File: src/rtl/clock_rst_gen.sv
// Purpose : divides the system clock into clk_out and holds rst_out asserted
//           for a programmable number of clk_out rising edges after start.
// Latency : outputs are registered and respond on the edge that samples start/stop/rst.
// Backpr. : none; start/stop are 1-cycle strobes that are always accepted.
//
// Ports:
//   clock, rst        system clock, synchronous active-high reset
//   start, stop       command strobes (start wins when both are high)
//   cfg_half          clk_out half-period in clock cycles (0 behaves as 1)
//   cfg_rst_cycles    clk_out rising edges with rst_out asserted
//   cfg_phase         clk_out level at start
//   clk_out, rst_out  generated clock and reset (reset level set by ACTIVE)
//   busy, locked      busy in RESET/RUN, locked in RUN
module clock_rst_gen #(
  parameter bit ACTIVE = 1'b0,
  parameter int CNT_W  = 16
) (
  input  logic             clock,
  input  logic             rst,
  input  logic             start,
  input  logic             stop,
  input  logic [CNT_W-1:0] cfg_half,
  input  logic [CNT_W-1:0] cfg_rst_cycles,
  input  logic             cfg_phase,
  output logic             clk_out,
  output logic             rst_out,
  output logic             busy,
  output logic             locked
);

  typedef enum logic [1:0] {
    ST_IDLE  = 2'd0,
    ST_RESET = 2'd1,
    ST_RUN   = 2'd2
  } state_t;

  state_t             state, state_nxt;
  logic [CNT_W-1:0]   div_cnt, div_cnt_nxt;
  logic [CNT_W-1:0]   edge_cnt, edge_cnt_nxt;
  logic [CNT_W-1:0]   half_q, half_q_nxt;
  logic [CNT_W-1:0]   rcyc_q, rcyc_q_nxt;
  logic               phase_q, phase_q_nxt;
  logic               clk_out_nxt, rst_out_nxt, busy_nxt, locked_nxt;

  logic               toggle;
  logic [CNT_W-1:0]   edge_inc;

  // Divider terminal count; half_q is never 0 so half_q-1 cannot underflow.
  assign toggle   = (div_cnt == (half_q - CNT_W'(1)));
  // Saturating rising-edge count.
  assign edge_inc = (edge_cnt == {CNT_W{1'b1}}) ? edge_cnt : edge_cnt + CNT_W'(1);

  always_ff @(posedge clock) begin
    if (rst) begin
      state    <= ST_IDLE;
      div_cnt  <= '0;
      edge_cnt <= '0;
      half_q   <= CNT_W'(1);
      rcyc_q   <= '0;
      phase_q  <= 1'b0;
      clk_out  <= 1'b0;
      rst_out  <= ACTIVE;
      busy     <= 1'b0;
      locked   <= 1'b0;
    end else begin
      state    <= state_nxt;
      div_cnt  <= div_cnt_nxt;
      edge_cnt <= edge_cnt_nxt;
      half_q   <= half_q_nxt;
      rcyc_q   <= rcyc_q_nxt;
      phase_q  <= phase_q_nxt;
      clk_out  <= clk_out_nxt;
      rst_out  <= rst_out_nxt;
      busy     <= busy_nxt;
      locked   <= locked_nxt;
    end
  end

  always_comb begin
    state_nxt    = state;
    div_cnt_nxt  = div_cnt;
    edge_cnt_nxt = edge_cnt;
    half_q_nxt   = half_q;
    rcyc_q_nxt   = rcyc_q;
    phase_q_nxt  = phase_q;
    clk_out_nxt  = clk_out;
    rst_out_nxt  = rst_out;
    busy_nxt     = busy;
    locked_nxt   = locked;

    if (start) begin
      // Full (re)start from any state.
      half_q_nxt   = (cfg_half == '0) ? CNT_W'(1) : cfg_half;
      rcyc_q_nxt   = cfg_rst_cycles;
      phase_q_nxt  = cfg_phase;
      clk_out_nxt  = cfg_phase;
      div_cnt_nxt  = '0;
      edge_cnt_nxt = '0;
      busy_nxt     = 1'b1;
      if (cfg_rst_cycles == '0) begin
        state_nxt   = ST_RUN;
        rst_out_nxt = ~ACTIVE;
        locked_nxt  = 1'b1;
      end else begin
        state_nxt   = ST_RESET;
        rst_out_nxt = ACTIVE;
        locked_nxt  = 1'b0;
      end
    end else if (stop && state != ST_IDLE) begin
      state_nxt   = ST_IDLE;
      clk_out_nxt = phase_q;
      rst_out_nxt = ACTIVE;
      busy_nxt    = 1'b0;
      locked_nxt  = 1'b0;
    end else if (state != ST_IDLE) begin
      if (toggle) begin
        div_cnt_nxt = '0;
        clk_out_nxt = ~clk_out;
      end else begin
        div_cnt_nxt = div_cnt + CNT_W'(1);
      end
      // A 0->1 toggle is a rising edge; release reset on the Nth one.
      if (state == ST_RESET && toggle && !clk_out) begin
        edge_cnt_nxt = edge_inc;
        if (edge_inc == rcyc_q) begin
          state_nxt   = ST_RUN;
          rst_out_nxt = ~ACTIVE;
          locked_nxt  = 1'b1;
        end
      end
    end
  end

endmodule

File: config.mk
export PLATFORM = sky130hd
export DESIGN_NAME = clock_rst_gen
export DESIGN_NICKNAME = d
export VERILOG_FILES = /design/src/rtl/clock_rst_gen.sv
export SDC_FILE = /design/constraint.sdc
export NUM_CORES = 1
export LEC_CHECK = 0
export BUFFER_PORTS_ARGS = -buffer_cell sky130_fd_sc_hd__buf_2
export CELL_PAD_IN_SITES_DETAIL_PLACEMENT = 2
export CELL_PAD_IN_SITES_GLOBAL_PLACEMENT = 2
export CORE_MARGIN = 2
export CORE_UTILIZATION = 35
export DETAILED_ROUTE_END_ITERATION = 8
export PLACE_DENSITY = 0.76
export RECOVER_POWER = 50
export SETUP_SLACK_MARGIN = 0.3
export SLEW_MARGIN = 20
export SYNTH_ARGS = -nofsm -noshare
export SYNTH_HDL_FRONTEND = slang
export SYNTH_SLANG_ARGS = --single-unit
File: constraint.sdc
create_clock -name clock -period 3.1 [get_ports clock]
set_input_delay 0 -clock clock [delete_from_list [all_inputs] [get_ports clock]]
set_output_delay 0 -clock clock [all_outputs]
set_load 0.02 [all_outputs]
==> results_dict.tcl <==
set metrics [dict create \
    status "complete, but fails checks" \
    violations "max-capacitance violations, max-slew violations" \
    die_w_um 112 \
    skew_ps 9.66 \
    grt_first_pass_wirelength_um 25600 \
    wl_per_cell_um 25.0 \
    routed_wl_um 18100 \
    cts-htree-levels 3 \
    hold_path_depth 4 \
    viasPerCell 5.96 \
    grt_max_degree 42 \
    yosysWarnings 0 \
    drv_slew 40 \
    cts_tree "built" \
    powerDensity_mw_per_mm2 452 \
    synthCells 488 \
    drc 0 \
    synth.avg_cell_area_um2 8.43 \
    final_cell_mix "nor2_1 (74), dfxtp_1 (56), mux2i_1 (40)" \
    maxSlewHeadroom_pct -87.7 \
    cts.reportedPaths.clkPinSlew_ps 60 \
    numCtsBuffers 9 \
    final_common_cell "nor2_1" \
    synth_fp_nets 528 \
    netlist_area_mm2 0.00411 \
    r2r-end "edge_cnt[8]$_SDFFE_PP0P_" \
    cts.sinks 69 \
    path_max_fanout 7 \
    reg2reg_slack_ps 190 \
    yosysUniqueCellTypes 61 \
    irDropWorstVdd_uv 252 \
    grt.total_usage_pct 25.9 \
    grt_overflow_total 0 \
    die_h_um 112 \
    synth_top_area_share_pct 33.6 \
    layout-drive-gt1-share_pct 23.2 \
    fin_cells 724 \
    final.fill_count 1176 \
    synth_area_leaders "dfxtp_1 (34%), mux2i_1 (9.7%), xor2_1 (7.5%), nor2_1 (6.8%), xnor2_1 (5.1%)" \
    dieArea_mm2 0.0126 \
    rsz0062_at_grt "yes" \
    rows 39 \
    vias 4316 \
    initial_core_util_pct 35.9 \
    ant_nets 0 \
    ys_ff_latch 69 \
    crit_required_ps 3330 \
    criticalPathCategory "reg -> reg" \
    crit_arrival_ps 3140 \
    final_nets 616 \
    core_area_mm2 0.0115 \
    min_period_ps 2910 \
    cellLeakagePower_nw 2.24 \
    holdWs_ps 78.8 \
    hold_end "half_q[0]$_SDFFE_PP1P_" \
    clockRootBuffer "clkbuf_16" \
    tightestPinTransition_ps 2810 \
    startpoint_type "flip-flop" \
    power.total_mw 2.46 \
    fin_crit_sh_pct 94.0 \
    setup_tns_ps 0 \
    insertedDiodeCount 0 \
    min_from "cfg_half[0]" \
    setup_viol 0 \
    grt_antenna_before_repair 1 \
    ios 41 \
    numPortBuffers 40 \
    ys_seq_area_share_pct 33.6 \
    hold_path.class "in -> reg" \
    yosys.area.top_type "dfxtp_1" \
    worstSkewPairLatency_ps 350 \
    first_global_vias 4583 \
    fmax_mhz 343 \
    drt_iter0_markers 261 \
    routabilityCongestion 0.832 \
    synthToLayoutAreaGrowth_pct 32.5 \
    detailed_place_hpwl_um 9730 \
    cp-end-kind "flip-flop" \
    synth_edf_count 0 \
    drt_pass1_iterations 5 \
    cap_violations 1 \
    clock_path_buffers 2 \
    worstSetupStartpoint "div_cnt[8]$_SDFFE_PP0P_" \
    regToRegStartpoint "div_cnt[8]$_SDFFE_PP0P_" \
    place_inst 663 \
    synthArstFlopShare_pct 0 \
    synth_top_flop_cell "dfxtp_1" \
    hold_viol_final 0 \
    reg2reg_depth 9 \
]
## sequential cells by signal (all words and copies together), names as in the netlist
register  flops
phase_q       1
rcyc_q       16
half_q       16
locked        1
edge_cnt     16
div_cnt      16
busy          1
clk_out       1
state         1
## synthesized netlist by cell type, types with 3 or more instances
cell / count
buf_1: 5
clkbuf_1: 11
a41o_1: 5
a31oi_1: 7
nand4_1: 9
and4_1: 4
buf_2: 8
nor4b_1: 3
dfxtp_1: 69
xor2_1: 35
nand3_1: 16
nor3b_1: 3
nor2_1: 74
a21oi_1: 18
inv_1: 9
nand2b_1: 6
nor4_2: 3
o21ai_0: 5
ha_1: 3
xnor2_1: 24
mux2i_1: 40
or3_1: 7
nor3_1: 11
a31o_2: 4
nor4_1: 11
nand2_1: 35
or2_2: 4
and3_1: 15
## logic make-up (layout without fill, tap and decap cells)
family / Yosys count / after routing / share of synthesized area (%)
simple gates: 216 / 217 / 27.9
flops: 69 / 69 / 33.6
compound gates: 65 / 65 / 11.4
xor+xnor: 59 / 59 / 12.6
mux: 40 / 40 / 9.74
buf+inv: 36 / 128 / 3.83
fa+ha+maj: 3 / 3 / 0.913
## critical path, stage by stage, from the launching register on
cell and delay, ps:
dfxtp_1 440, xor2_1 430, xor2_1 260, a31oi_1 140
nor3_2 260, o31ai_2 130, or2_1 280, buf_4 200
or4b_4 520, mux2i_1 130
## metrics by stage
step	utilization [%]	setup slack [ps]	area, um2
2_1_floorplan	-	415	4110
3_3_place_gp	39.4	-25.8	4520
3_5_place_dp	39.4	-106	4520
4_1_cts	45.7	280	5240
5_1_grt	47.5	90.3	5450
6_report	47.5	187	5450
## power breakdown
group | total (mW) | leakage [nW] | internal (mW) | switching, mW
logic | 0.338 | 1.51 | 0.150 | 0.188
registers | 0.964 | 0.569 | 0.915 | 0.0486
clock network | 1.16 | 0.163 | 0.746 | 0.415
total | 2.46 | 2.24 | 1.81 | 0.651
## area by class of cell
| cell class | count | area, um2 | share of cell area (%) |
|---|---|---|---|
| multi-input cells | 384 | 2770 | 50.8 |
| flip-flops and latches | 69 | 1400 | 25.7 |
| repair buffers | 103 | 744 | 13.7 |
| clock buffers | 12 | 256 | 4.71 |
| well taps | 143 | 179 | 3.28 |
| clock inverters | 4 | 70.1 | 1.29 |
| inverters | 9 | 33.8 | 0.620 |
## worst max path at each step
stage                               end  slack, ps  depth (start not counted)
3_5_place_dp      state[0]$_SDFFE_PP0P_       -110                          9
5_1_grt        edge_cnt[8]$_SDFFE_PP0P_         90                          9
4_1_cts           state[0]$_SDFFE_PP0P_        280                          8
3_3_place_gp      state[0]$_SDFFE_PP0P_        -30                          9
2_1_floorplan     state[0]$_SDFFE_PP0P_        420                         10
6_report       edge_cnt[8]$_SDFFE_PP0P_        190                          9
## per-layer routing
metal	up-vias	global-route usage, %	part of all wire, %
met5	-	0	0
met2	149	45.3	51
met4	0	8.78	2.3
met3	36	3.40	4.3
met1	2216	33.0	43
li1	1915	-	-
## timing repair
| item | in CTS | in global routing |
|---|---|---|
| endpoints found under the setup margin | 17 | 34 |
| hold buffers | 32 | 0 |
| hold endpoints to repair | 32 | 0 |
| cloned | 1 | 0 |
| pin swaps | 1 | 16 |
| gates resized for setup | 13 | 29 |
| buffers inserted | 0 | 12 |
Power figures use the tool's default switching activity.
